`src/rtl/tartaruga_pkg.sv`:
```
// Shared types and constants for the tartaruga memory stage.
// The requester-ID width helper is used by the memory request arbiter.
package tartaruga_pkg;

   localparam int MEM_ARB_MAX_REQ = 8;

   typedef logic [2:0] mem_arb_id_t;

   typedef struct packed {
      logic [31:0] addr;
      logic        we;
      logic [31:0] data;
   } mem_req_t;

   function automatic int mem_arb_id_w(input int n);
      return (n > 1) ? $clog2(n) : 1;
   endfunction

endpackage

```
`src/rtl/mem_arb_id_fifo.sv`:
```
// Requester-ID FIFO for in-order outstanding memory transactions.
// Full and empty come from the occupancy count; the pointers wrap modulo DEPTH.
module mem_arb_id_fifo #(
   parameter int WIDTH = 1,
   parameter int DEPTH = 2
) (
   input  logic                         clk_i,
   input  logic                         rstn_i,
   input  logic                         push_i,
   input  logic                         pop_i,
   input  logic [WIDTH-1:0]             data_i,
   output logic                         full_o,
   output logic                         empty_o,
   output logic [$clog2(DEPTH+1)-1:0]   count_o,
   output logic [WIDTH-1:0]             head_o
);

   localparam int AW = (DEPTH > 1) ? $clog2(DEPTH) : 1;
   localparam int CW = $clog2(DEPTH + 1);

   logic [WIDTH-1:0] mem_q [DEPTH];
   logic [AW-1:0]    wptr_q, rptr_q;
   logic [CW-1:0]    cnt_q;
   logic             do_push, do_pop;

   function automatic logic [AW-1:0] ptr_inc(input logic [AW-1:0] p);
      return (p == AW'(DEPTH - 1)) ? '0 : p + AW'(1);
   endfunction

   assign do_push = push_i && !full_o;
   assign do_pop  = pop_i && !empty_o;

   always_ff @(posedge clk_i or negedge rstn_i) begin
      if (!rstn_i) begin
         wptr_q <= '0;
         rptr_q <= '0;
         cnt_q  <= '0;
         for (int i = 0; i < DEPTH; i++) mem_q[i] <= '0;
      end else begin
         if (do_push) begin
            mem_q[wptr_q] <= data_i;
            wptr_q        <= ptr_inc(wptr_q);
         end
         if (do_pop) rptr_q <= ptr_inc(rptr_q);
         if (do_push && !do_pop)      cnt_q <= cnt_q + CW'(1);
         else if (do_pop && !do_push) cnt_q <= cnt_q - CW'(1);
      end
   end

   assign full_o  = (cnt_q == CW'(DEPTH));
   assign empty_o = (cnt_q == '0);
   assign count_o = cnt_q;
   assign head_o  = mem_q[rptr_q];

endmodule

```
`src/rtl/mem_req_arbiter.sv`:
```
// N-requester arbiter in front of the single dmem port, fixed-priority or round-robin,
// with in-order response routing through a requester-ID FIFO.
module mem_req_arbiter
   import tartaruga_pkg::*;
#(
   parameter int NUM_REQ   = 2,
   parameter int ADDR_W    = 32,
   parameter int DATA_W    = 32,
   parameter int LINE_W    = 128,
   parameter int MAX_OUTST = 2,
   parameter int ARB_RR    = 0
) (
   input  logic                              clk_i,
   input  logic                              rstn_i,
   input  logic [NUM_REQ-1:0]                req_valid_i,
   output logic [NUM_REQ-1:0]                req_ready_o,
   input  logic [NUM_REQ*ADDR_W-1:0]         req_addr_i,
   input  logic [NUM_REQ-1:0]                req_we_i,
   input  logic [NUM_REQ*DATA_W-1:0]         req_data_i,
   output logic [NUM_REQ-1:0]                rsp_valid_o,
   input  logic [NUM_REQ-1:0]                rsp_ready_i,
   output logic [LINE_W-1:0]                 rsp_data_o,
   output logic [ADDR_W-1:0]                 rsp_addr_o,
   output logic                              mem_req_valid_o,
   input  logic                              mem_req_ready_i,
   output logic [ADDR_W-1:0]                 mem_addr_o,
   output logic                              mem_we_o,
   output logic [DATA_W-1:0]                 mem_data_wr_o,
   input  logic                              mem_rsp_valid_i,
   output logic                              mem_rsp_ready_o,
   input  logic [ADDR_W-1:0]                 mem_rsp_addr_i,
   input  logic [LINE_W-1:0]                 mem_data_line_i,
   output logic [$clog2(MAX_OUTST+1)-1:0]    outst_cnt_o,
   output logic                              busy_o,
   output logic                              err_o
);

   localparam int ID_W  = mem_arb_id_w(NUM_REQ);
   localparam int CNT_W = $clog2(MAX_OUTST + 1);

   // Handshakes: a transfer happens on a cycle where valid && ready are both high; a
   // valid source holds its payload stable until that cycle, and ready may depend on valid.
   logic [ID_W-1:0]  rr_ptr_q, lock_id_q, arb_id, gnt_id, head_id, cand;
   logic [ID_W:0]    rot_sum;
   logic             lock_q, arb_hit, gnt_valid, rsp_ready_sel, err_q;
   logic             fifo_full, fifo_empty, push, pop;
   logic [CNT_W-1:0] fifo_cnt;

   always_comb begin
      arb_hit = 1'b0;
      arb_id  = '0;
      rot_sum = '0;
      cand    = '0;
      for (int i = 0; i < NUM_REQ; i++) begin
         rot_sum = {1'b0, rr_ptr_q} + (ID_W+1)'(i);
         if (rot_sum >= (ID_W+1)'(NUM_REQ)) rot_sum = rot_sum - (ID_W+1)'(NUM_REQ);
         cand = (ARB_RR != 0) ? rot_sum[ID_W-1:0] : ID_W'(i);
         if (!arb_hit && req_valid_i[cand]) begin
            arb_hit = 1'b1;
            arb_id  = cand;
         end
      end
   end

   // A stalled grant is frozen so the downstream payload cannot change under backpressure.
   assign gnt_id    = lock_q ? lock_id_q : arb_id;
   assign gnt_valid = lock_q ? req_valid_i[lock_id_q] : arb_hit;

   assign mem_req_valid_o = gnt_valid && !fifo_full;
   assign push            = mem_req_valid_o && mem_req_ready_i;
   assign mem_addr_o      = mem_req_valid_o ? req_addr_i[gnt_id*ADDR_W +: ADDR_W] : '0;
   assign mem_data_wr_o   = mem_req_valid_o ? req_data_i[gnt_id*DATA_W +: DATA_W] : '0;
   assign mem_we_o        = mem_req_valid_o && req_we_i[gnt_id];

   always_comb begin
      req_ready_o = '0;
      if (push) req_ready_o[gnt_id] = 1'b1;
   end

   always_ff @(posedge clk_i or negedge rstn_i) begin
      if (!rstn_i) begin
         lock_q    <= 1'b0;
         lock_id_q <= '0;
         rr_ptr_q  <= '0;
         err_q     <= 1'b0;
      end else begin
         if (push) begin
            lock_q <= 1'b0;
         end else if (mem_req_valid_o) begin
            lock_q    <= 1'b1;
            lock_id_q <= gnt_id;
         end
         if (push && (ARB_RR != 0))
            rr_ptr_q <= (gnt_id == ID_W'(NUM_REQ - 1)) ? '0 : gnt_id + ID_W'(1);
         if (mem_rsp_valid_i && fifo_empty) err_q <= 1'b1;
      end
   end

   always_comb begin
      rsp_valid_o   = '0;
      rsp_ready_sel = 1'b0;
      for (int k = 0; k < NUM_REQ; k++) begin
         if (head_id == ID_W'(k)) begin
            rsp_valid_o[k] = mem_rsp_valid_i && !fifo_empty;
            rsp_ready_sel  = rsp_ready_i[k];
         end
      end
   end

   // Responses with nothing outstanding are drained and flagged rather than routed.
   assign mem_rsp_ready_o = fifo_empty ? mem_rsp_valid_i : rsp_ready_sel;
   assign pop             = mem_rsp_valid_i && !fifo_empty && rsp_ready_sel;
   assign rsp_data_o      = mem_data_line_i;
   assign rsp_addr_o      = mem_rsp_addr_i;

   mem_arb_id_fifo #(
      .WIDTH (ID_W),
      .DEPTH (MAX_OUTST)
   ) u_id_fifo (
      .clk_i   (clk_i),
      .rstn_i  (rstn_i),
      .push_i  (push),
      .pop_i   (pop),
      .data_i  (gnt_id),
      .full_o  (fifo_full),
      .empty_o (fifo_empty),
      .count_o (fifo_cnt),
      .head_o  (head_id)
   );

   assign outst_cnt_o = fifo_cnt;
   assign busy_o      = (fifo_cnt != '0) || mem_req_valid_o;
   assign err_o       = err_q;

endmodule

```
`config.mk`:
```
export PLATFORM = sky130hd
export DESIGN_NAME = mem_req_arbiter
export DESIGN_NICKNAME = d
export VERILOG_FILES = /design/src/rtl/tartaruga_pkg.sv /design/src/rtl/mem_arb_id_fifo.sv /design/src/rtl/mem_req_arbiter.sv
export SDC_FILE = /design/constraint.sdc
export NUM_CORES = 1
export LEC_CHECK = 0
export CAP_MARGIN = 20
export CORE_AREA = 2 2 205 207
export CTS_BUF_LIST = sky130_fd_sc_hd__clkbuf_4
export DETAILED_ROUTE_END_ITERATION = 10
export DIE_AREA = 0 0 207 209
export REMOVE_ABC_BUFFERS = 1
export SKIP_LAST_GASP = 1
export SYNTH_ARGS = -nofsm -noshare
export SYNTH_HDL_FRONTEND = slang
export SYNTH_SLANG_ARGS = --single-unit
```
`constraint.sdc`:
```
create_clock -name clk_i -period 1.95 [get_ports clk_i]
set_input_delay 0.2925 -clock clk_i [delete_from_list [all_inputs] [get_ports clk_i]]
set_output_delay 0.2925 -clock clk_i [all_outputs]
set_load 0.01 [all_outputs]
```
==> results.ini, run 1 <==
[layout]
layout-drive-gt1-share_pct=37.0
nets=813
final_cells=1054
syn2layout_area_growth_pct=88.7
final_common_cell=clkdlybuf4s50_1
final_cell_mix=clkdlybuf4s50_1, nand2_1, buf_2, a21oi_2, buf_4
fin_util_pct=12.1

[logic_synthesis]
synth_edf_count=0
synth_ff_type=dfrtp_1
ys.warnings.count=0
ys_ff_latch=9
synth_area_leader_cell=buf_4
async_flop_share_pct=100
synth_cell_types=27
avgSynthCellArea_um2=6.20
synth_area_um2=2650
synth_top_area_share_pct=48.1
synth_area_leaders=buf_4, nand2_1, a21oi_1
syn_inst=428
ys_seq_area_share_pct=8.49

[placed_design]
dp.cells=1024
dp_hpwl_um=40200
gp_congestion=0.956
port_buffers=212
post-place-ws_ps=-699

[power_and_ir_drop]
total_power_mw=6.51
leakage_nw=2.01
peakVddDrop_v=0.000656
power_per_cell_area_nw_per_um2=1300

[timing]
fmax_mhz=469
rsz0062_at_grt=true
period_share_pct=109
setup_tns_ps=-8000
worst_pin_slew_ps=419
finalClockSkew_ps=2.26
report.final.slew_viol_count=0
period_minus_slack_ps=2130
relSlewSlack_pct=72.0
hold_viol_final=0
finalSetupViolCount=69
postLayoutSetupSlackWorst_ps=-182

[floorplan]
start_util_pct=6.43
fp.dieH_um=209
die_area_um2=43300
num_rows=75
die_x_um=207
core_area_um2=41300
ios=533

[global_routing]
gr-total-overflow=0
grt_first_pass_wirelength_um=50100
antenna_found_initial=5
grt_max_degree=28
grt_usage_pct=19.2
grt_pass1_vias=3042

[clock_tree]
htree_levels=1
cts_hold_buffers=0
clockBufferDepth=2
cts_tree=built
cts_made_buffers=3
clk_latency_ps=270
clock_sinks=9
cts-root-buf=clkbuf_4
clk_pin_slew_ps=60

[routing]
routedWlPerCell_um=42.7
drt_iter0_drc=123
num_vias=3416
first_pass_iters=4
vias_per_cell=3.24
drc=0
wirelength_um=45000
ant_nets=0

[worst_setup_path]
worstSetupPathType=flop to output pin
endpoint_kind=output pin
critPathRequiredTime_ps=1660
cp.arrival_ps=1840
worst_setup_path_start_kind=flop
cp_max_fo=6

[outcome]
violations=setup timing
outcome=complete, but fails checks

[job]
maxCapViolCount=0

[worst_hold_path]
min_path_type=primary input to asynchronous set/reset pin

[worst max-delay path, stage by stage, from the launching register on]
cell       delay, ps
dfrtp_1          390
mux2_4           330
o211ai_4         230
buf_12           150
buf_12           130
clkbuf_16        150
a21oi_2           40
buf_2            140
[metal layers]
metal / track usage, % / up-vias / part of all wire (%)
met5: 1.11 / - / 0.11
met4: 1.26 / 2 / 0.79
met3: 35.6 / 27 / 38
met2: 30.7 / 555 / 45
met1: 8.34 / 1466 / 16
li1: - / 1366 / -
[worst paths after layout]
kind                                       start                          endpoint  slack [ps]  cells after the start
setup / recovery           lock_id_q$_DFFE_PN0P_                    mem_addr_o[29]        -180                      7
hold / removal                            rstn_i      u_id_fifo.wptr_q$_DFFE_PN0P_         320                      1
setup reg to reg           lock_id_q$_DFFE_PN0P_  u_id_fifo.count_o[1]$_DFFE_PN0P_        -120                     12
hold reg to reg                err_o$_DFFE_PN0P_                 err_o$_DFFE_PN0P_         480                      1
max in group asynchronous                 rstn_i                lock_q$_DFFE_PN0P_        1310                      1
min in group clk_i             err_o$_DFFE_PN0P_                 err_o$_DFFE_PN0P_         480                      1
[sequential cells by signal, indices dropped and copies added (netlist names)]
signal / count
lock_q: 1
lock_id_q: 1
u_id_fifo.mem_q: 2
u_id_fifo.wptr_q: 1
u_id_fifo.count_o: 2
err_o: 1
u_id_fifo.rptr_q: 1
[cell usage after synthesis, types with 2 or more instances]
library cell,number
buf_4,170
nand2_1,132
a21oi_1,66
dfrtp_1,9
buf_2,6
nor2_1,6
clkbuf_1,4
inv_1,4
mux2i_1,4
xnor2_1,3
a31oi_1,2
inv_2,2
nand2b_1,2
o21ai_0,2
o31ai_1,2
or2_2,2
xor2_1,2
[final cells by class]
cell class / instances / area, um^2
diodes: 2 / 5.00
clock buffers: 4 / 30.0
fillers: 4809 / 36300
inverters: 6 / 30.0
multi-input cells: 232 / 1380
flip-flops and latches: 9 / 226
well taps: 539 / 674
repair buffers: 262 / 2670
[metrics by stage]
| step | cell area (um^2) | hold slack [ps] |
|---|---|---|
| 2_1_floorplan | 1330 | -3.09 |
| 3_3_place_gp | 4450 | 448 |
| 3_5_place_dp | 4450 | 462 |
| 4_1_cts | 4660 | 340 |
| 5_1_grt | 5000 | 342 |
| 6_report | 5010 | 324 |
[power by group]
group	switching, mW	internal (mW)	leakage (nW)
registers	0.0887	0.278	0.103
logic	2.94	3.04	1.89
clock network	0.0688	0.0930	0.0184
total	3.10	3.41	2.01
[cells by family after synthesis]
family                     Yosys count  share of synthesized area [%]
adders and majority gates            1                          0.471
and+or+nand+nor                    145                           21.5
buffers and inverters              187                           50.8
muxes                                5                           2.07
DFF                                  9                           8.49
AOI/OAI and AO/OA                   76                           15.1
xor gates and xnor gates             5                           1.65
[repair_timing]
item                                    in CTS  in global routing
pin swaps                                    6                  3
endpoints found under the setup margin      72                 72
gates cloned                                 4                 11
buffers inserted                             6                  4
resized for setup                          151                211
Power figures use the tool's default switching activity.
==> run 2, diff against run 1 <==
--- a/config.mk
+++ b/config.mk
@@ -5,6 +5,7 @@
 export SDC_FILE = /design/constraint.sdc
 export NUM_CORES = 1
 export LEC_CHECK = 0
+export ABC_CLOCK_PERIOD_IN_PS = 1950
 export CAP_MARGIN = 20
 export CORE_AREA = 2 2 205 207
 export CTS_BUF_LIST = sky130_fd_sc_hd__clkbuf_4
==> results of run 2 <==
No change in the layout: final DEF, timing and power equal those of run 1.
